**src/rtl/pipeline_ctrl.sv**
```systemverilog
// Stall/flush sequencer for the five-stage pipeline.
// Drives register enables/clears and counts frozen-PC cycles.
module pipeline_ctrl #(
    parameter int CNT_W = 32
) (
    input  logic             clk,
    input  logic             reset,
    input  logic             load_use,
    input  logic             branch_taken,
    input  logic             mem_req,
    input  logic             mem_ready,
    input  logic             md_start,
    input  logic             md_done,
    output logic             md_go,
    output logic             en_pc,
    output logic             en_fd,
    output logic             en_de,
    output logic             en_em,
    output logic             en_mw,
    output logic             flush_fd,
    output logic             flush_de,
    output logic             flush_em,
    output logic             flush_mw,
    output logic             busy,
    output logic [CNT_W-1:0] stall_cycles
);

    typedef enum logic [1:0] {
        RUN      = 2'd0,
        MEM_WAIT = 2'd1,
        MD_WAIT  = 2'd2
    } state_t;

    state_t state;
    state_t state_next;

    logic mem_stall;
    assign mem_stall = mem_req & ~mem_ready;

    // State register; reset abandons any wait
    always_ff @(posedge clk) begin
        if (reset) begin
            state <= RUN;
        end else begin
            state <= state_next;
        end
    end

    // Next-state: only RUN looks at hazard inputs
    always_comb begin
        state_next = state;
        unique case (state)
            RUN: begin
                if (mem_stall) begin
                    state_next = MEM_WAIT;
                end else if (md_start) begin
                    state_next = MD_WAIT;
                end
            end
            MEM_WAIT: begin
                if (mem_ready) begin
                    state_next = RUN;
                end
            end
            MD_WAIT: begin
                if (md_done) begin
                    state_next = RUN;
                end
            end
            default: state_next = RUN;
        endcase
    end

    // Mealy outputs: enables, clears, launch pulse, busy
    always_comb begin
        en_pc    = 1'b1;
        en_fd    = 1'b1;
        en_de    = 1'b1;
        en_em    = 1'b1;
        en_mw    = 1'b1;
        flush_fd = 1'b0;
        flush_de = 1'b0;
        flush_em = 1'b0;
        flush_mw = 1'b0;
        md_go    = 1'b0;
        busy     = 1'b0;
        if (reset) begin
            en_pc    = 1'b0;
            en_fd    = 1'b0;
            en_de    = 1'b0;
            en_em    = 1'b0;
            en_mw    = 1'b0;
            flush_fd = 1'b1;
            flush_de = 1'b1;
            flush_em = 1'b1;
            flush_mw = 1'b1;
        end else begin
            busy = (state != RUN);
            unique case (state)
                RUN: begin
                    if (mem_stall) begin
                        en_pc    = 1'b0;
                        en_fd    = 1'b0;
                        en_de    = 1'b0;
                        en_em    = 1'b0;
                        flush_mw = 1'b1;
                    end else if (md_start) begin
                        md_go    = 1'b1;
                        en_pc    = 1'b0;
                        en_fd    = 1'b0;
                        en_de    = 1'b0;
                        flush_em = 1'b1;
                    end else if (branch_taken) begin
                        flush_fd = 1'b1;
                        flush_de = 1'b1;
                    end else if (load_use) begin
                        en_pc    = 1'b0;
                        en_fd    = 1'b0;
                        flush_de = 1'b1;
                    end
                end
                MEM_WAIT: begin
                    if (!mem_ready) begin
                        en_pc    = 1'b0;
                        en_fd    = 1'b0;
                        en_de    = 1'b0;
                        en_em    = 1'b0;
                        flush_mw = 1'b1;
                    end
                end
                MD_WAIT: begin
                    if (!md_done) begin
                        en_pc    = 1'b0;
                        en_fd    = 1'b0;
                        en_de    = 1'b0;
                        en_em    = 1'b0;
                        flush_em = 1'b1;
                    end
                end
                default: begin
                    en_pc = 1'b1;
                end
            endcase
        end
    end

    // Performance counter of cycles with a frozen PC; wraps freely
    always_ff @(posedge clk) begin
        if (reset) begin
            stall_cycles <= '0;
        end else if (!en_pc) begin
            stall_cycles <= stall_cycles + 1'b1;
        end
    end

endmodule

```
**config.mk**
```make
export PLATFORM = sky130hd
export DESIGN_NAME = pipeline_ctrl
export DESIGN_NICKNAME = d
export VERILOG_FILES = /design/src/rtl/pipeline_ctrl.sv
export SDC_FILE = /design/constraint.sdc
export NUM_CORES = 1
export LEC_CHECK = 0
export ABC_AREA = 1
export BUFFER_PORTS_ARGS = -buffer_cell sky130_fd_sc_hd__buf_4
export CORE_MARGIN = 2
export CORE_UTILIZATION = 35
export CTS_CLUSTER_SIZE = 14
export DETAILED_ROUTE_END_ITERATION = 12
export HOLD_SLACK_MARGIN = 0.05
export PLACE_DENSITY = 0.61
export REMOVE_ABC_BUFFERS = 1
export SLEW_MARGIN = 0
export SYNTH_ARGS = -nofsm -noshare
export SYNTH_HDL_FRONTEND = slang
export SYNTH_SLANG_ARGS = --single-unit
export TNS_END_PERCENT = 50
```
**constraint.sdc**
```tcl
create_clock -name clk -period 4.02 [get_ports clk]
set_input_delay 0 -clock clk [delete_from_list [all_inputs] [get_ports clk]]
set_output_delay 0 -clock clk [all_outputs]
set_load 0.1 [all_outputs]
```
# Yosys cells after proc, flatten, opt, wreduce, memory -nomap -nowiden
# Index checks and enable logic that the tools add are counted.
[classes]
n_eq_ne = 5
n_mux = 44
n_reduce_logical = 3
bitwise = 2
n_addsub = 1
[op_table]
columns = ["operator", "n"]
rows = [
  ["2-to-1 mux 1 bit", 34],
  ["adder 32 x 1 -> 32 bit, second input constant", 1],
  ["case mux 1 bit (3 select lines)", 3],
  ["2-to-1 mux 2 bit", 4],
  ["case mux 2 bit (3 select lines)", 1],
  ["!= test 2 bit, second input constant", 2],
  ["case mux 1 bit (2 select lines)", 2],
  ["!= test 3 bit, second input constant", 1],
  ["AND reduction 3 bit", 1],
  ["== test 2 x 1 -> 1 bit, second input constant", 1],
  ["== test 2 bit, second input constant", 1],
  ["logical NOT 2 bit", 1],
  ["nonzero test 2 bit", 1],
  ["AND 1 bit", 1],
  ["inverter 1 bit", 1],
]
[word_totals]
regBits = 34
wordCells = 57
out_inout_bits = 43

# Logic depth before layout (Yosys ltp)
[depth]
depth_word = 6
ltp_mapped = 10
ltp_nobuf = 10

# Least setup slack after synthesis
# No wires, ideal clock.
[synth_timing]
path_kind = "reg2out"
start = "reg state[0]"
end = "out flush_de"
path_stages_with_launch = 7
arrival_time_ns = 3.637
n_path_buf = 0
required_time_ns = 4.020
slack_ns = 0.383
cell_sequence = "dfxtp_1 > nor2_4 > inv_1 > nor2_1 > nand2_1 > o21ai_0 > a31o_2"
[synth_via]
elab_chain_cells = 3
[synth_lines]
columns = ["element", "line", "rtl"]
rows = [
  ["from (decl)", "34", "state_t state;"],
  ["from (signal assigned)", "45", "state <= state_next;"],
  ["logical NOT 2 bit", "99", "unique case (state)"],
  ["2-to-1 mux 1 bit", "99", ""],
  ["2-to-1 mux 1 bit", "87", "if (reset) begin"],
  ["to (decl)", "21", "output logic flush_de,"],
]
# Every way passes these cells.

# Worst setup path after layout
[layout_timing]
start = "in reset"
end = "out flush_de"
[layout_via]
elab_chain_cells = 1
[layout_lines]
columns = ["element", "line", "rtl"]
rows = [
  ["from (decl)", "7", "input logic reset,"],
  ["2-to-1 mux 1 bit", "87", ""],
]
# Every way passes these cells.

==> reports/results.tsv <==
metric	value	unit
rsz0062_at_grt	no	
fin_util	46.3	%
die_area	6530	µm²
ctsHoldBuffers	4	
finalHoldViolations	0	
htreeDepth	2	
yosysTopAreaCellShare	32.9	%
critPathKind	in2out	
postSynthCellCount	339	
arrival	2.20	ns
start_kind	input pin	
drt-initial-drc-count	151	
cts_tree	yes	
portBuffers	50	
dp_cells	453	
syn_avg_cell_area	6.09	µm²
relSlewSlack	34.6	%
min_from	mem_req	
max_freq	0.454	GHz
clock_path_buffers	2	
drive_gt1_share	18.9	%
finalNetCount	401	
core	5610	µm²
status	finished, final reports clean	
finalSetupViolations	0	
stdcell_count	464	
dp_hpwl	3740	µm
grtUsageTotal	16.2	%
setup_tns	0	ns
initial_utilization	36.8	%
synth_most_common_cell	nand2_1	
hp-class	in2reg	
end_kind	primary output	
avgRoutedWirePerCell	10.6	µm
r2r_slack	2.35	ns
fin_ws	1.82	ns
syn_to_final_growth	25.6	%
clk_latency	0.29	ns
report.power.total	0.000770	W
leakagePower	1.12	nW
drcViolationCount	0	
ys_seq_area_share	32.9	%
diodes	0	
die_height	80.8	µm
worstHoldEndpoint	state[0]$_SDFFE_PP0P_	
vias	2155	
dpl_worst_slack	2.34	ns
die_w	80.8	µm
cts_setup_buffers	0	
clock_sinks	34	
reg2reg_to	stall_cycles[16]$_SDFFE_PP0N_	
yosys-top-cells-count	nand2_1, nor2_1, inv_1	
synth_top_area_cell	dfxtp_1	
crit_top_cell	buf_4	
clkTransAtPathRegs	0.06	ns
ys_warn_count	0	
crit_slowest_cell	inv_1	
vias_per_cell	4.64	
synth_edf_count	0	
drv_slew	0	
antenna_found_initial	0	
max-vdd-ir-drop	0.000167	V
numCtsBuffers	5	
finalCritPeriodShare	54.8	%
syn_area	2070	µm²
wl	4930	µm
rows	27	
cp_data_required_time	4.02	ns
hold_depth	5	
reg2regPathDepth	8	
ys.flop_type	dfxtp_1	
postRouteAntennaNets	0	
r2r_start	stall_cycles[0]$_SDFFE_PP0N_	
grt_pass1_wl	8310	µm
yosys_register_bits	34	
grt_max_degree	32	
detail_route.first_pass.iterations	4	
p_per_area	297	nW/µm²
place_congestion	0.821	
grt_pass1_vias	1843	
synth_cell_types	29	
finalClockSkew	0.00623	ns
worst_pin_slew	0.981	ns
max_stage_delay	0.72	ns
crit_fanout	31	
fin_crit	2.20	ns
gr-total-overflow	0	
cts_resized	0	
synthArstFlopShare	0	%
io_pins	51	
max_cap_violations	0	
synth_area_leaders	dfxtp_1, nand2_1, nor2_1	
cts_root_buffer	clkbuf_8	
cp_cell_sequence	dlygate4sd3_1, buf_4, inv_1, o21ai_0, a31o_2, buf_4	
-- kinds of logic after synthesis --
group,Yosys count,share of synthesized area (%)
and+or+nand+nor,213,46.3
buffers and inverters,58,11.6
DFF,34,32.9
AOI/OAI and AO/OA,31,7.69
xor gates and xnor gates,2,0.848
adders and majority gates,1,0.606
-- power by group --
part / switching (W) / leakage, nW / internal (W)
sequential: 0.00000781 / 0.275 / 0.000343
clock: 0.000122 / 0.0383 / 0.000119
combinational: 0.000139 / 0.812 / 0.0000385
-- per-layer routing --
| metal | global-route usage (%) | routed length (µm) | up-vias |
|---|---|---|---|
| li1 | - | - | 1164 |
| met1 | 22.7 | 2570 | 948 |
| met2 | 24.0 | 2100 | 37 |
| met3 | 3.89 | 186 | 6 |
| met4 | 5.59 | 75 | 0 |
| met5 | 0 | 0 | - |
-- per-stage QoR --
stage	instance area, µm²	hold WS [ns]
after floorplan	2010	0.0691
after global placement	2480	0.264
after detailed placement	2480	0.271
after CTS	2590	0.112
after global routing	2590	0.165
final	2590	0.117
-- how the worst max path moves through the flow --
stage | start | to | slack [ns]
3_3_place_gp | reset | flush_de | 2.36
2_1_floorplan | state[0]$_SDFFE_PP0P_ | flush_de | 0.38
4_1_cts | reset | flush_de | 1.79
3_5_place_dp | reset | flush_de | 2.34
5_1_grt | reset | flush_de | 1.64
6_report | reset | flush_de | 1.82
-- worst max-delay path: cells and delay by family --
family                 cells  cell delay (ns)
buffers and inverters      4             1.66
AOI/OAI and AO/OA          2             0.54
-- final cells by class --
cell class,instances,area [µm²]
clock buffer,7,76.3
fill,629,3010
inverter,50,188
multi-input combinational,247,1140
sequential,34,681
tap,72,90.1
timing repair buffer,54,415
-- cells in the final DEF (no fill, tap or decap) --
cell / instances
nand2_1: 99
nor2_1: 57
buf_4: 50
inv_1: 49
dfxtp_1: 34
nand3_1: 23
a21oi_1: 20
o21ai_0: 9
nand4_1: 7
nor2_4: 5
nor3_1: 5
clkbuf_8: 5
nor2_2: 4
dlygate4sd3_1: 4
nand2_2: 3
nand3_2: 3
nand3b_1: 2
clkbuf_1: 2
nand2_4: 1
inv_2: 1
a31o_2: 1
nor4_1: 1
and2_1: 1
xnor2_1: 1
xor2_1: 1
nor3_2: 1
nor3b_1: 1
o21ai_1: 1
ha_1: 1
-- flip-flops by register name, indices dropped and copies added, names as in the netlist --
name / flops
state: 2
stall_cycles: 32
Note: power is estimated with default switching activity, not from simulation.
